## src/rtl/trace_decoder.sv

```systemverilog
// trace_decoder: turns CPU control-word/bus activity into per-instruction trace records held in a FIFO.
// Optional macro TRACE_CHECK_EN compiles in execute-step signature checking (drives rec_mismatch).
module trace_decoder #(
    parameter int DEPTH = 4
) (
    input  logic        clk,
    input  logic        rst,
    input  logic [16:0] ctrl,
    input  logic [7:0]  bus,
    output logic        rec_valid,
    input  logic        rec_ready,
    output logic [3:0]  rec_pc,
    output logic [3:0]  rec_op,
    output logic [3:0]  rec_arg,
    output logic [7:0]  rec_result,
    output logic        rec_halt,
    output logic        rec_mismatch,
    output logic [7:0]  drop_cnt
);
    localparam int AW = $clog2(DEPTH);
    localparam logic [AW:0] FULL = (AW+1)'(DEPTH);
    localparam logic [16:0] PC_OUT    = 17'h00002;
    localparam logic [16:0] PC_INC    = 17'h00004;
    localparam logic [16:0] A_READ    = 17'h00010;
    localparam logic [16:0] I_READ    = 17'h00100;
    localparam logic [16:0] MAR_READ  = 17'h00400;
    localparam logic [16:0] RAM_READ  = 17'h00800;
    localparam logic [16:0] RAM_WRITE = 17'h01000;
    localparam logic [16:0] OUT_EN    = 17'h10000;
    localparam logic [16:0] FETCH0_W  = PC_OUT | MAR_READ;
    localparam logic [16:0] FETCH1_W  = RAM_WRITE | I_READ | PC_INC;
    localparam logic [16:0] LOADS     = A_READ | RAM_READ | OUT_EN;

    typedef enum logic [1:0] {SYNC, FETCH1, EXEC, HALTED} state_t;

    state_t        r_state, w_next;
    logic          w_fetch0, w_fetch1, w_halt, w_load;
    logic          w_cap_pc, w_cap_ins, w_push, w_upd;
    logic [3:0]    r_pc, r_op, r_arg;
    logic [7:0]    r_result, w_result, r_drop;
    logic          w_mis;
    logic [21:0]   w_rec;
    logic [21:0]   r_mem [DEPTH];
    logic [AW-1:0] r_wr, r_rd;
    logic [AW:0]   r_cnt;
    logic          w_pop, w_wr, w_drop;

    assign w_fetch0 = ctrl == FETCH0_W;
    assign w_fetch1 = ctrl == FETCH1_W;
    assign w_halt   = ctrl[0];
    assign w_load   = |(ctrl & LOADS);

    always_ff @(posedge clk or posedge rst)
        if (rst) r_state <= SYNC;
        else     r_state <= w_next;

    always_comb begin
        w_next = r_state;
        case (r_state)
            SYNC:    w_next = w_fetch0 ? FETCH1 : SYNC;
            FETCH1:  w_next = w_fetch1 ? EXEC : SYNC;
            EXEC:    w_next = w_halt ? HALTED : w_fetch0 ? FETCH1 : EXEC;
            HALTED:  w_next = ctrl == 17'd0 ? SYNC : HALTED;
            default: w_next = SYNC;
        endcase
    end

    always_comb begin
        w_cap_pc  = w_fetch0 && (r_state == SYNC || r_state == EXEC);
        w_cap_ins = w_fetch1 && r_state == FETCH1;
        w_push    = r_state == EXEC && (w_halt || w_fetch0);
        w_upd     = r_state == EXEC && w_load;
    end

    always_ff @(posedge clk or posedge rst)
        if (rst) begin
            r_pc     <= '0;
            r_op     <= '0;
            r_arg    <= '0;
            r_result <= '0;
        end else begin
            if (w_cap_pc) r_pc <= bus[3:0];
            if (w_cap_ins) begin
                r_op     <= bus[7:4];
                r_arg    <= bus[3:0];
                r_result <= '0;
            end else if (w_upd) r_result <= bus;
        end

`ifdef TRACE_CHECK_EN
    localparam logic [16:0] CLK_HLT   = 17'h00001;
    localparam logic [16:0] PC_JUMP   = 17'h00008;
    localparam logic [16:0] A_WRITE   = 17'h00020;
    localparam logic [16:0] B_READ    = 17'h00040;
    localparam logic [16:0] I_WRITE   = 17'h00200;
    localparam logic [16:0] ALU_OUT   = 17'h02000;
    localparam logic [16:0] ALU_SUB   = 17'h04000;
    localparam logic [16:0] ALU_FLAGS = 17'h08000;

    logic [2:0]  r_step;
    logic        r_mis, w_alt, w_bad;
    logic [16:0] w_sig;

    // r_step holds the index (2..6) of the word now on ctrl; 7 means all execute steps seen
    always_comb begin
        w_sig = '0;
        case (r_op)
            4'd1:       w_sig = r_step == 3'd2 ? I_WRITE | MAR_READ : r_step == 3'd3 ? RAM_WRITE | A_READ : 17'd0;
            4'd2, 4'd3: w_sig = r_step == 3'd2 ? I_WRITE | MAR_READ : r_step == 3'd3 ? RAM_WRITE | B_READ :
                                r_step == 3'd4 ? ALU_OUT | ALU_FLAGS | A_READ | (r_op == 4'd3 ? ALU_SUB : 17'd0) : 17'd0;
            4'd4:       w_sig = r_step == 3'd2 ? I_WRITE | MAR_READ : r_step == 3'd3 ? A_WRITE | RAM_READ : 17'd0;
            4'd5:       w_sig = r_step == 3'd2 ? I_WRITE | A_READ : 17'd0;
            4'd6, 4'd7, 4'd8: w_sig = r_step == 3'd2 ? I_WRITE | PC_JUMP : 17'd0;
            4'd14:      w_sig = r_step == 3'd2 ? A_WRITE | OUT_EN : 17'd0;
            4'd15:      w_sig = r_step == 3'd2 ? CLK_HLT : 17'd0;
            default:    w_sig = '0;
        endcase
    end

    // conditional jumps may leave step 2 idle when not taken
    assign w_alt = (r_op == 4'd7 || r_op == 4'd8) && r_step == 3'd2 && ctrl == 17'd0;
    assign w_bad = r_step != 3'd7 && ctrl != w_sig && !w_alt;
    assign w_mis = r_mis | (w_fetch0 ? r_step != 3'd7 : w_bad);

    always_ff @(posedge clk or posedge rst)
        if (rst) begin
            r_step <= '0;
            r_mis  <= 1'b0;
        end else if (w_cap_ins) begin
            r_step <= 3'd2;
            r_mis  <= 1'b0;
        end else if (r_state == EXEC) begin
            r_step <= r_step + {2'd0, r_step != 3'd7};
            r_mis  <= r_mis | w_bad;
        end
`else
    assign w_mis = 1'b0;
`endif

    assign w_result = w_load ? bus : r_result;
    assign w_rec    = {r_pc, r_op, r_arg, w_result, w_halt, w_mis};

    assign rec_valid = r_cnt != '0;
    assign w_pop     = rec_valid && rec_ready;
    assign w_wr      = w_push && (r_cnt != FULL || w_pop);
    assign w_drop    = w_push && !w_wr;

    always_ff @(posedge clk or posedge rst)
        if (rst) begin
            r_wr   <= '0;
            r_rd   <= '0;
            r_cnt  <= '0;
            r_drop <= '0;
        end else begin
            if (w_wr) r_wr <= r_wr + 1'b1;
            if (w_pop) r_rd <= r_rd + 1'b1;
            r_cnt <= r_cnt + (AW+1)'(w_wr) - (AW+1)'(w_pop);
            if (w_drop && r_drop != 8'hFF) r_drop <= r_drop + 8'd1;
        end

    always_ff @(posedge clk)
        if (w_wr) r_mem[r_wr] <= w_rec;

    // outputs read as zero whenever the FIFO is empty, including straight out of reset
    assign {rec_pc, rec_op, rec_arg, rec_result, rec_halt, rec_mismatch} = rec_valid ? r_mem[r_rd] : 22'd0;
    assign drop_cnt = r_drop;
endmodule

```

## config.mk

```make
export PLATFORM = sky130hd
export DESIGN_NAME = trace_decoder
export DESIGN_NICKNAME = d
export VERILOG_FILES = /design/src/rtl/trace_decoder.sv
export SDC_FILE = /design/constraint.sdc
export NUM_CORES = 1
export LEC_CHECK = 0
export CORE_UTILIZATION = 40
export DETAILED_ROUTE_END_ITERATION = 7
export GPL_TIMING_DRIVEN = 0
export HOLD_SLACK_MARGIN = 0.1
export SETUP_SLACK_MARGIN = 0.4
export SYNTH_ARGS = -nofsm -noshare
export SYNTH_HDL_FRONTEND = slang
export SYNTH_SLANG_ARGS = --single-unit
```

## constraint.sdc

```tcl
create_clock -name clk -period 3.5 [get_ports clk]
set_input_delay 0.525 -clock clk [delete_from_list [all_inputs] [get_ports clk]]
set_output_delay 0.525 -clock clk [all_outputs]
set_load 0.02 [all_outputs]
```

==> results of run 1 <==
[sequential cells by signal, summed over array words and instances, names as in the netlist]
register and count:
r_mem 84, drop_cnt 8, r_result 8, r_arg 4
r_op 4, r_pc 4, r_cnt 3, r_rd 2
r_state 2, r_wr 2
[per-stage QoR]
stage	util [%]	hold WS (ns)
6_report	53.1	0.476
5_1_grt	53.1	0.507
4_1_cts	53.0	0.485
3_5_place_dp	48.0	0.474
3_3_place_gp	48.0	0.475
2_1_floorplan	-	0.453
[critical path: cells and delay by family]
family / cells / cell delay [ns]
AO/OA/AOI/OAI: 1 / 0.26
AND/OR/NAND/NOR: 3 / 0.63
XOR/XNOR: 2 / 0.28
buffers and inverters: 4 / 0.75
adder cells (fa/ha/maj): 3 / 0.82
[cells in the final DEF (no fill, tap or decap), types with 4 or more instances in the layout]
| cell type | netlist | layout |
|---|---|---|
| nor2_1 | 12 | 12 |
| clkdlybuf4s50_1 | 0 | 57 |
| mux4_2 | 21 | 21 |
| xor2_1 | 4 | 4 |
| dfrtp_1 | 37 | 37 |
| mux2_2 | 22 | 22 |
| nand2_1 | 6 | 6 |
| and2_2 | 4 | 4 |
| xnor2_1 | 6 | 6 |
| inv_1 | 8 | 7 |
| and3_1 | 4 | 4 |
| buf_4 | 1 | 4 |
| ha_1 | 7 | 7 |
| mux2i_1 | 8 | 8 |
| and2_1 | 22 | 22 |
| edfxtp_1 | 84 | 84 |
| nand4_1 | 4 | 4 |
| clkinv_4 | 0 | 5 |
| clkbuf_16 | 0 | 17 |
[power groups by stage]
stage	sequential, mW	combinational, mW	clock, mW
2_1_floorplan	1.62	0.512	0
3_3_place_gp	1.62	0.790	0
3_5_place_dp	1.62	0.807	0
4_1_cts	1.60	0.822	1.77
5_1_grt	1.60	0.870	1.84
6_report	1.60	0.799	1.75
[area by class of cell]
cell class,instances,area (um^2)
fill,1050,5730
sequential,121,3450
multi-input combinational,153,1540
timing repair buffer,58,578
clock buffer,18,429
tap,168,210
clock inverter,14,173
buffer,10,67.6
inverter,8,30.0
[synth_stat cells]
| cell | number |
|---|---|
| conb_1 | 1 |
| nor4_4 | 1 |
| nor3_2 | 2 |
| a41oi_1 | 1 |
| nor2_2 | 2 |
| and3_2 | 1 |
| mux2_4 | 1 |
| buf_4 | 1 |
| buf_1 | 1 |
| or3_1 | 2 |
| dfrtp_1 | 37 |
| a21o_1 | 1 |
| and2_1 | 22 |
| a31oi_1 | 2 |
| nand3_1 | 3 |
| and4_2 | 1 |
| nand3_2 | 1 |
| or4b_1 | 1 |
| and2_2 | 4 |
| nand2b_1 | 1 |
| inv_1 | 8 |
| and4_1 | 1 |
| o31ai_4 | 1 |
| nor3_1 | 3 |
| xor2_1 | 4 |
| clkbuf_1 | 4 |
| nand4b_1 | 1 |
| xnor2_1 | 6 |
| and3b_1 | 1 |
| nor2b_1 | 1 |
| and3_1 | 4 |
| edfxtp_1 | 84 |
| mux4_2 | 21 |
| buf_6 | 2 |
| buf_2 | 2 |
| ha_1 | 7 |
| fa_1 | 1 |
| nor2_1 | 12 |
| nand2_1 | 6 |
| nand4_1 | 4 |
| mux2i_1 | 8 |
| mux2_2 | 22 |
| o21ai_0 | 3 |
[layer usage]
layer	vias up	GRT usage [%]	part of all wire [%]
li1	1267	-	-
met1	1401	20.8	44
met2	81	26.7	49
met3	16	4.08	5.1
met4	0	7.79	1.9
met5	-	0	0
[kinds of logic after synthesis]
group           after synthesis  share of synthesized area (%)
flops                       121                           67.9
simple gates                 74                           9.02
mux                          52                           16.1
buf+inv                      18                           1.75
xor+xnor                     10                           1.73
fa+ha+maj                     8                           2.12
compound gates                8                           1.28
other cells                   1                         0.0739
[worst paths after layout]
path,start,end,slack (ns),cells past startpoint
worst max-delay path,ctrl[0],r_cnt[2],0.51,13
worst min-delay path,r_cnt[2],r_cnt[2],0.48,1
worst max register to register,r_cnt[1],r_cnt[2],1.04,10
worst min register to register,r_cnt[2],r_cnt[2],0.48,1
max in group asynchronous,rst,r_pc[1],2.40,2
min in group asynchronous,rst,r_cnt[0],0.58,2
[what timing repair did]
item,4_1_cts,5_1_grt
endpoints found under the hold margin,0,0
resized for setup,3,4
setup buffers,1,0
setup endpoints to repair,19,15
pin swaps,1,0
==> reports/results.ini, run 1 <==
[grt]
grt_pass1_wl_mm = 15.3
overflow = 0
antenna_found_initial = 0
grt_pass1_vias = 2893
grt_max_degree = 38
gr-usage-all-layers_pct = 16.4

[die]
initial_core_util_pct = 41.6
fp.dieW_um = 115
die-area_um2 = 13100
coreArea_um2 = 12200
pin_count = 59
num_rows = 40
die_h_um = 115

[routing]
vias = 2765
drt_iter0_drc = 109
wl_per_cell_um = 17.3
totalWireLength_mm = 9.49
ant_nets = 0
vias_per_cell = 5.03
drc = 0
first_pass_iters = 4

[clocking]
h-tree-depth = 4
cts.sinks = 121
cts_tree = done
clk_pin_slew_ns = 0.05
clk_latency_ns = 0.41
postCtsHoldBufs = 0
root_buffer = clkbuf_16
cts_buffer_depth = 2
numCtsBuffers = 17

[placed_design]
place_area_um2 = 5860
hpwlAfterDp_mm = 6.11
io_buffers = 57
dp.cells = 517
dp_slack_ns = -0.120
place.gp.congestion = 0.834

[yosys]
synth_area_per_cell_um2 = 17.4
yosysTopAreaCellShare_pct = 49.7
synth_area_leaders = edfxtp_1 50%, dfrtp_1 18%, mux4_2 9.3%, mux2_2 4.9%, and2_1 2.7%
ys_ff_latch = 121
synthesis.area_um2 = 5070
yosysSeqAreaShare_pct = 67.9
synthCells = 292
synth_cell_type_count = 43
ys.warnings.count = 0
syn_nets = 328
yosysTopAreaCell = edfxtp_1

[setup_path]
worst_setup_path_end_kind = register
max_stage_delay_ns = 0.55
path_cells = clkdlybuf4s50_1, nor3_2, nand3_1, o31ai_4, and3b_1, buf_6, inv_1, ha_1, inv_1, ha_1, fa_1, xor2_1, xnor2_1
required_ns = 3.80
worst-setup-path-type = in2reg
cp_max_fo = 7
slowest_stage = clkdlybuf4s50_1
cp.arrival_ns = 3.28
cp-start-kind = primary input

[sta]
max_slew_margin_pct = 38.0
rsz0062_at_grt = yes
setup-tns-final_ns = 0
slew_viol_final = 0
layout_min_cycle_time_ns = 2.99
worstMarginPinSlew_ns = 0.925
finalSetupViolCount = 0
fin_crit_sh_pct = 85.3
fin_skew_ns = 0.00817
layout_setup_ws_ns = 0.513
hold_viol = 0
fmax_mhz = 335

[cells_and_area]
final_area_um2 = 6480
diodes = 0
area_growth_pct = 27.7
layout.nets = 405
drive_above_1_share_pct = 25.7
layoutNonFillerInstCount = 550

[power_and_ir_drop]
ir_drop_uv = 354
p_comb_share_pct = 19.3
p_seq_share_pct = 38.5
switchingPower_mw = 1.05
total_power_mw = 4.14
clockPowerShare_pct = 42.2
p_leak_nw = 2.52
p_sw_share_pct = 25.4
power_density_nw_per_um2 = 639
p_int_mw = 3.09

[flow_run]
max_cap_violations = 0

[hold_path]
hp-class = reg2reg

[status]
status = finished, final reports clean

(Power assumes the default switching activity.)
==> run 2, diff against run 1 <==
Settings changed: HOLD_SLACK_MARGIN 0.1 to 0.08.
Clock period 3.5 ns to 2.5 ns, I/O delays scaled along.
==> run 2 against run 1 <==
  * Routed wire length rose by 6.3%
  * Clock skew up 0.00069 ns
  * Final cell count grew 3.5%
  * Die area unchanged
  * Largest power group unchanged
==> reports/results.ini, run 2 (synthesized netlist as in run 1, its figures left out) <==
[sta]
layout_min_cycle_time_ns = 2.29
max_slew_margin_pct = 41.6  ; +3.6 points
fin_skew_ns = 0.00886  ; +0.000688 ns
setup-tns-final_ns = 0  ; unchanged
fmax_mhz = 437
finalSetupViolCount = 0  ; unchanged
worstMarginPinSlew_ns = 0.871  ; -0.0532 ns
slew_viol_final = 0  ; unchanged
hold_viol = 0  ; unchanged
rsz0062_at_grt = yes
fin_crit_sh_pct = 91.6

[setup_path]
timing.rr.start = r_cnt[0]
critical_path.top_delay_family = buffers and inverters
worst-setup-path-type = reg2out
rr_endpoint = r_cnt[2]
worst_setup_path_end_kind = output pin
crit_buf_inv = 4  ; unchanged
cp.arrival_ns = 1.92  ; -1.36 ns
reg2reg_depth = 10  ; unchanged
max_stage_delay_ns = 0.49  ; -0.06 ns
cp-start-kind = register
reg2reg_setup_slack_ns = 0.23  ; -0.81 ns
slowest_stage = mux4_2
required_ns = 2.12  ; -1.68 ns
cp_max_fo = 6  ; -1
path_cells = buf_8, buf_12, buf_16, mux4_2, and2_4, buf_6

[routing]
ant_nets = 0  ; unchanged
drt_iter0_drc = 109  ; unchanged
vias = 2869  ; +3.8%
wl_per_cell_um = 17.7  ; +2.7%
vias_per_cell = 5.04  ; +0.30%
first_pass_iters = 4  ; unchanged
drc = 0  ; unchanged
totalWireLength_mm = 10.1  ; +6.3%

[cells_and_area]
layout_common_cells = 84 x edfxtp_1, 37 x dfrtp_1, 24 x and2_4
largest_reg_flops = 84  ; unchanged
diodes = 0  ; unchanged
final_common_cell = edfxtp_1
multiInputGateArea_um2 = 1660  ; +7.7%
layout.nets = 424  ; +4.7%
area_growth_pct = 35.1
utilization_pct = 56.1  ; +3.1 points
top_register = r_mem
fillCellCount = 1014  ; -3.4%
drive_above_1_share_pct = 44.4  ; +19 points
final-seq-area_um2 = 3450  ; unchanged

[die]
die-area_um2 = 13100  ; unchanged
initial_core_util_pct = 41.6  ; unchanged
num_rows = 40  ; unchanged
coreArea_um2 = 12200  ; unchanged
fp.dieW_um = 115  ; unchanged
pin_count = 59  ; unchanged
die_h_um = 115  ; unchanged

[power_and_ir_drop]
switchingPower_mw = 1.62  ; +54%
p_int_mw = 4.78  ; +55%
clockPowerShare_pct = 39.8  ; -2.4 points
p_leak_nw = 2.80  ; +11%
power_density_nw_per_um2 = 934  ; +46%
p_seq_share_pct = 35.0  ; -3.5 points
ir_drop_uv = 456  ; +29%
p_sw_share_pct = 25.3  ; -0.12 points
total_power_mw = 6.40  ; +55%
p_comb_share_pct = 25.2  ; +5.9 points

[placed_design]
io_buffers = 57  ; unchanged
hpwlAfterDp_mm = 6.02  ; -1.5%
place.gp.congestion = 0.688  ; -18%

[clocking]
cts.sinks = 121  ; unchanged
postCtsHoldBufs = 0  ; unchanged
root_buffer = clkbuf_16
cts_tree = done
clk_pin_slew_ns = 0.05  ; about the same
h-tree-depth = 4  ; unchanged
numCtsBuffers = 17  ; unchanged
clk_latency_ns = 0.41  ; about the same
cts_buffer_depth = 2  ; unchanged

[flow_run]
max_cap_violations = 0  ; unchanged

[hold_path]
worstHoldStart = ctrl[0]
hp-class = in2reg
whs_endpoint = r_mem[0][0]
hold_depth = 1  ; unchanged

[status]
status = finished, final reports clean

[grt]
grt_pass1_vias = 2926  ; +1.1%
antenna_found_initial = 0  ; unchanged
overflow = 0  ; unchanged
grt_max_degree = 38  ; unchanged
gr-usage-all-layers_pct = 17.4  ; +0.91 points
grt_pass1_wl_mm = 16.1  ; +5.2%

## run 2: area by class of cell
| class | count | area share, % |
|---|---|---|
| multi-input cells | 153 | 24.2 |
| clock buffers | 17 | 6.21 |
| inverters | 8 | 0.511 |
| plain buffers | 10 | 1.86 |
| flip-flops and latches | 121 | 50.3 |
| clock inverters | 15 | 2.88 |
| repair buffers | 77 | 10.9 |
| well taps | 168 | 3.07 |
## run 2: metrics by stage
step | hold WS, ns | setup WS, ns | instances | cell area, um^2
2_1_floorplan | 0.453 | -0.0989 | 292 | 5110
5_1_grt | 0.315 | 0.136 | 569 | 6860
3_5_place_dp | 0.495 | -0.892 | 517 | 5890
4_1_cts | 0.301 | 0.201 | 568 | 6840
6_report | 0.303 | 0.210 | 569 | 6860
3_3_place_gp | 0.485 | -0.878 | 517 | 5890
## run 2: what timing repair did
item / in CTS / in global routing
pin swaps: 33 / 8
resized for setup: 217 / 5
setup endpoints to repair: 121 / 24
gates cloned: 2 / 0
setup buffers: 17 / 1
## run 2: worst max-delay path by stage
stage / start / to / depth (start not counted)
after floorplan: ctrl[8] / r_cnt[2] / 11
after detailed placement: ctrl[0] / r_cnt[2] / 13
after CTS: r_cnt[0] / r_cnt[2] / 10
final: r_rd[0] / rec_result[6] / 6
after global placement: ctrl[0] / r_cnt[2] / 13
after global routing: r_rd[0] / rec_arg[0] / 6
## run 2: power by group through the flow
stage | combinational [mW] | clock (mW) | sequential [mW]
floorplan | 0.732 | 0 | 2.27
global placement | 1.14 | 0 | 2.28
detailed placement | 1.15 | 0 | 2.28
CTS | 1.61 | 2.58 | 2.23
global route | 1.74 | 2.69 | 2.24
finish | 1.61 | 2.55 | 2.24
## run 2: worst register-to-register path: stages (launching register included)
cell and delay, ns:
dfrtp_1 0.38, or4b_4 0.51, and3b_1 0.20, buf_6 0.12, inv_4 0.05, ha_4 0.13, inv_4 0.03, ha_4 0.14
fa_2 0.32, xor2_1 0.15, xnor2_1 0.12
## run 2: metal layers
| layer | track usage (%) | vias up | routed length (um) | part of all wire [%] |
|---|---|---|---|---|
| met2 | 28.6 | 89 | 5090 | 50 |
| met1 | 21.7 | 1469 | 4360 | 43 |
| met3 | 5.51 | 8 | 535 | 5.3 |
| met4 | 5.97 | 0 | 101 | 1.0 |
| met5 | 0 | - | 0 | 0 |
| li1 | - | 1303 | - | - |
==> RTL change, RTL diff (settings of run 2) <==
Change the parameter `DEPTH` from 4 to 8.
--- a/src/rtl/trace_decoder.sv
+++ b/src/rtl/trace_decoder.sv
@@ -2,5 +2,5 @@
 // Optional macro TRACE_CHECK_EN compiles in execute-step signature checking (drives rec_mismatch).
 module trace_decoder #(
-    parameter int DEPTH = 4
+    parameter int DEPTH = 8
 ) (
     input  logic        clk,
Behaviour: same outputs for any inputs over 10 cycles, from zero or initial values and one cycle with rst high; that may be too few to reach the edited logic, so the function may still have changed.
==> RTL change against run 2 <==
- the flow now finishes with violations (negative setup slack)
- critical endpoint is now rec_result[5]
- power up 58%
- sequential share of layout area up 2.8 points
- global-route usage up 1.4 points
- highest routed layer unchanged
- area after synthesis up 66%
- wire length up 95%
- setup slack worse by 0.33 ns
- non-clock buffer count up 64
- sequential cell count up 87
- final area up 66%
- utilization down 0.41 points
==> RTL change: results (changes against run 2) <==
[layout]
buffer_area_frac=0.1498  ; +0.02185
multi_input_area_mm2=0.002562  ; +54%
clock_buffers=26  ; +9
fill_cells=1583  ; +56%
nets=645  ; +52%
design.seq.count=208  ; +72%
multi_input_cells=216  ; +41%
non_clock_inverter_count=9  ; +1
clk_share=0.06133  ; -0.02957

[drt]
drt-initial-drc-count=265  ; +140%
finalWirelength_um=19700  ; +95%
vias=4715  ; +64%
wl_per_cell_um=22.04  ; +24%

[power_and_ir_drop]
ir_drop_v=0.0005630  ; +23%

[synth]
async_reset_ff_frac=0.1923  ; -0.1135
yosysSeqAreaShare=0.7181  ; +0.03860
synth_cell_types=44  ; +2.3%
synth_nets=487  ; +48%
synth-edff-count=168  ; +100%
syn_inst=450  ; +54%

[outcome]
failed_checks=negative setup slack
status=complete, but fails checks

[timing]
finalSetupViolCount=19  ; +19
setup_tns_ns=-1.164  ; -1.164 ns
maxSlewHeadroom=0.4043  ; -0.01154
setup_slack_ns=-0.1205  ; -0.3303 ns
skew_ns=0.006659  ; -0.002199 ns

[die]
num_rows=52  ; +30%

[cts]
clock_latency_ns=0.49  ; +0.08 ns
clk_path_buf_depth=3  ; +1
h-tree-depth=1  ; -3

[hold_path]
hp-class=input pin to async pin

[global_route]
grt_pass1_vias=4995  ; +71%
track_usage=0.1879  ; +0.01441
grtUsageMet1=0.2543  ; +0.03769
grt_first_pass_wirelength_um=29880  ; +86%

[place]
postPlaceCellArea_mm2=0.009555  ; +62%
dp.final_hpwl_um=10890  ; +81%
post-place-ws_ns=-1.236  ; -0.3440 ns

[critical_path]
worst_ep_arrival_time_ns=2.25  ; +0.33 ns

RTL change: changes by cell type in the layout (fill, tap and decap cells not counted), moves of 12 or more:
cell	change
nor2_1	+21
mux4_2	+21
mux2i_1	+18
edfxtp_1	+84
buf_12	+14
buf_6	+12
buf_4	+12
clkdlybuf4s50_1	+15
and2_4	-23
RTL change: per-layer routing:
layer | wire length [um] | part of all wire
met1 | 8474 | 0.43
met4 | 484 | 0.025
met2 | 9761 | 0.50
met5 | 0 | 0
met3 | 982 | 0.050
RTL change: critical path, delay by kind of cell, from the launching register on:
kind / cells / cell delay, ns
and+or+nand+nor: 1 / 0.06
DFF: 1 / 0.38
buffers and inverters: 5 / 0.66
muxes: 2 / 0.64
RTL change: final timing paths:
path / startpoint / end / slack [ns] / cells past startpoint
max: r_rd[0] / rec_result[5] / -0.12 / 8
min: rst / drop_cnt[0] / 0.39 / 2
max reg2reg: r_state[0] / r_mem[3][3] / 0.18 / 9
min reg2reg: r_result[7] / r_result[7] / 0.52 / 2
max in group asynchronous: rst / r_state[0] / 1.50 / 2
min in group clk: ctrl[0] / r_mem[0][0] / 0.47 / 1
RTL change: where the power goes:
group	switching [mW]	internal (mW)	leakage (nW)	total, mW
registers	0.0543	3.79	2.07	3.84
logic	1.53	1.62	1.72	3.14
clock network	1.28	1.87	0.346	3.15
RTL change: cells by family after synthesis:
kind of cell    share of synthesized area
buf+inv                           0.01531
simple gates                      0.05216
other cells                     0.0004454
xor+xnor                          0.01248
mux                                0.1776
compound gates                   0.009659
fa+ha+maj                         0.01427
flops                              0.7181
RTL change: timing repair:
| item | 4_1_cts | 5_1_grt |
|---|---|---|
| gates cloned | 11 | 1 |
| setup endpoints to repair | 195 | 205 |
| resized for setup | 182 | 45 |
| pin swaps | 22 | 15 |
| setup buffers | 45 | 13 |
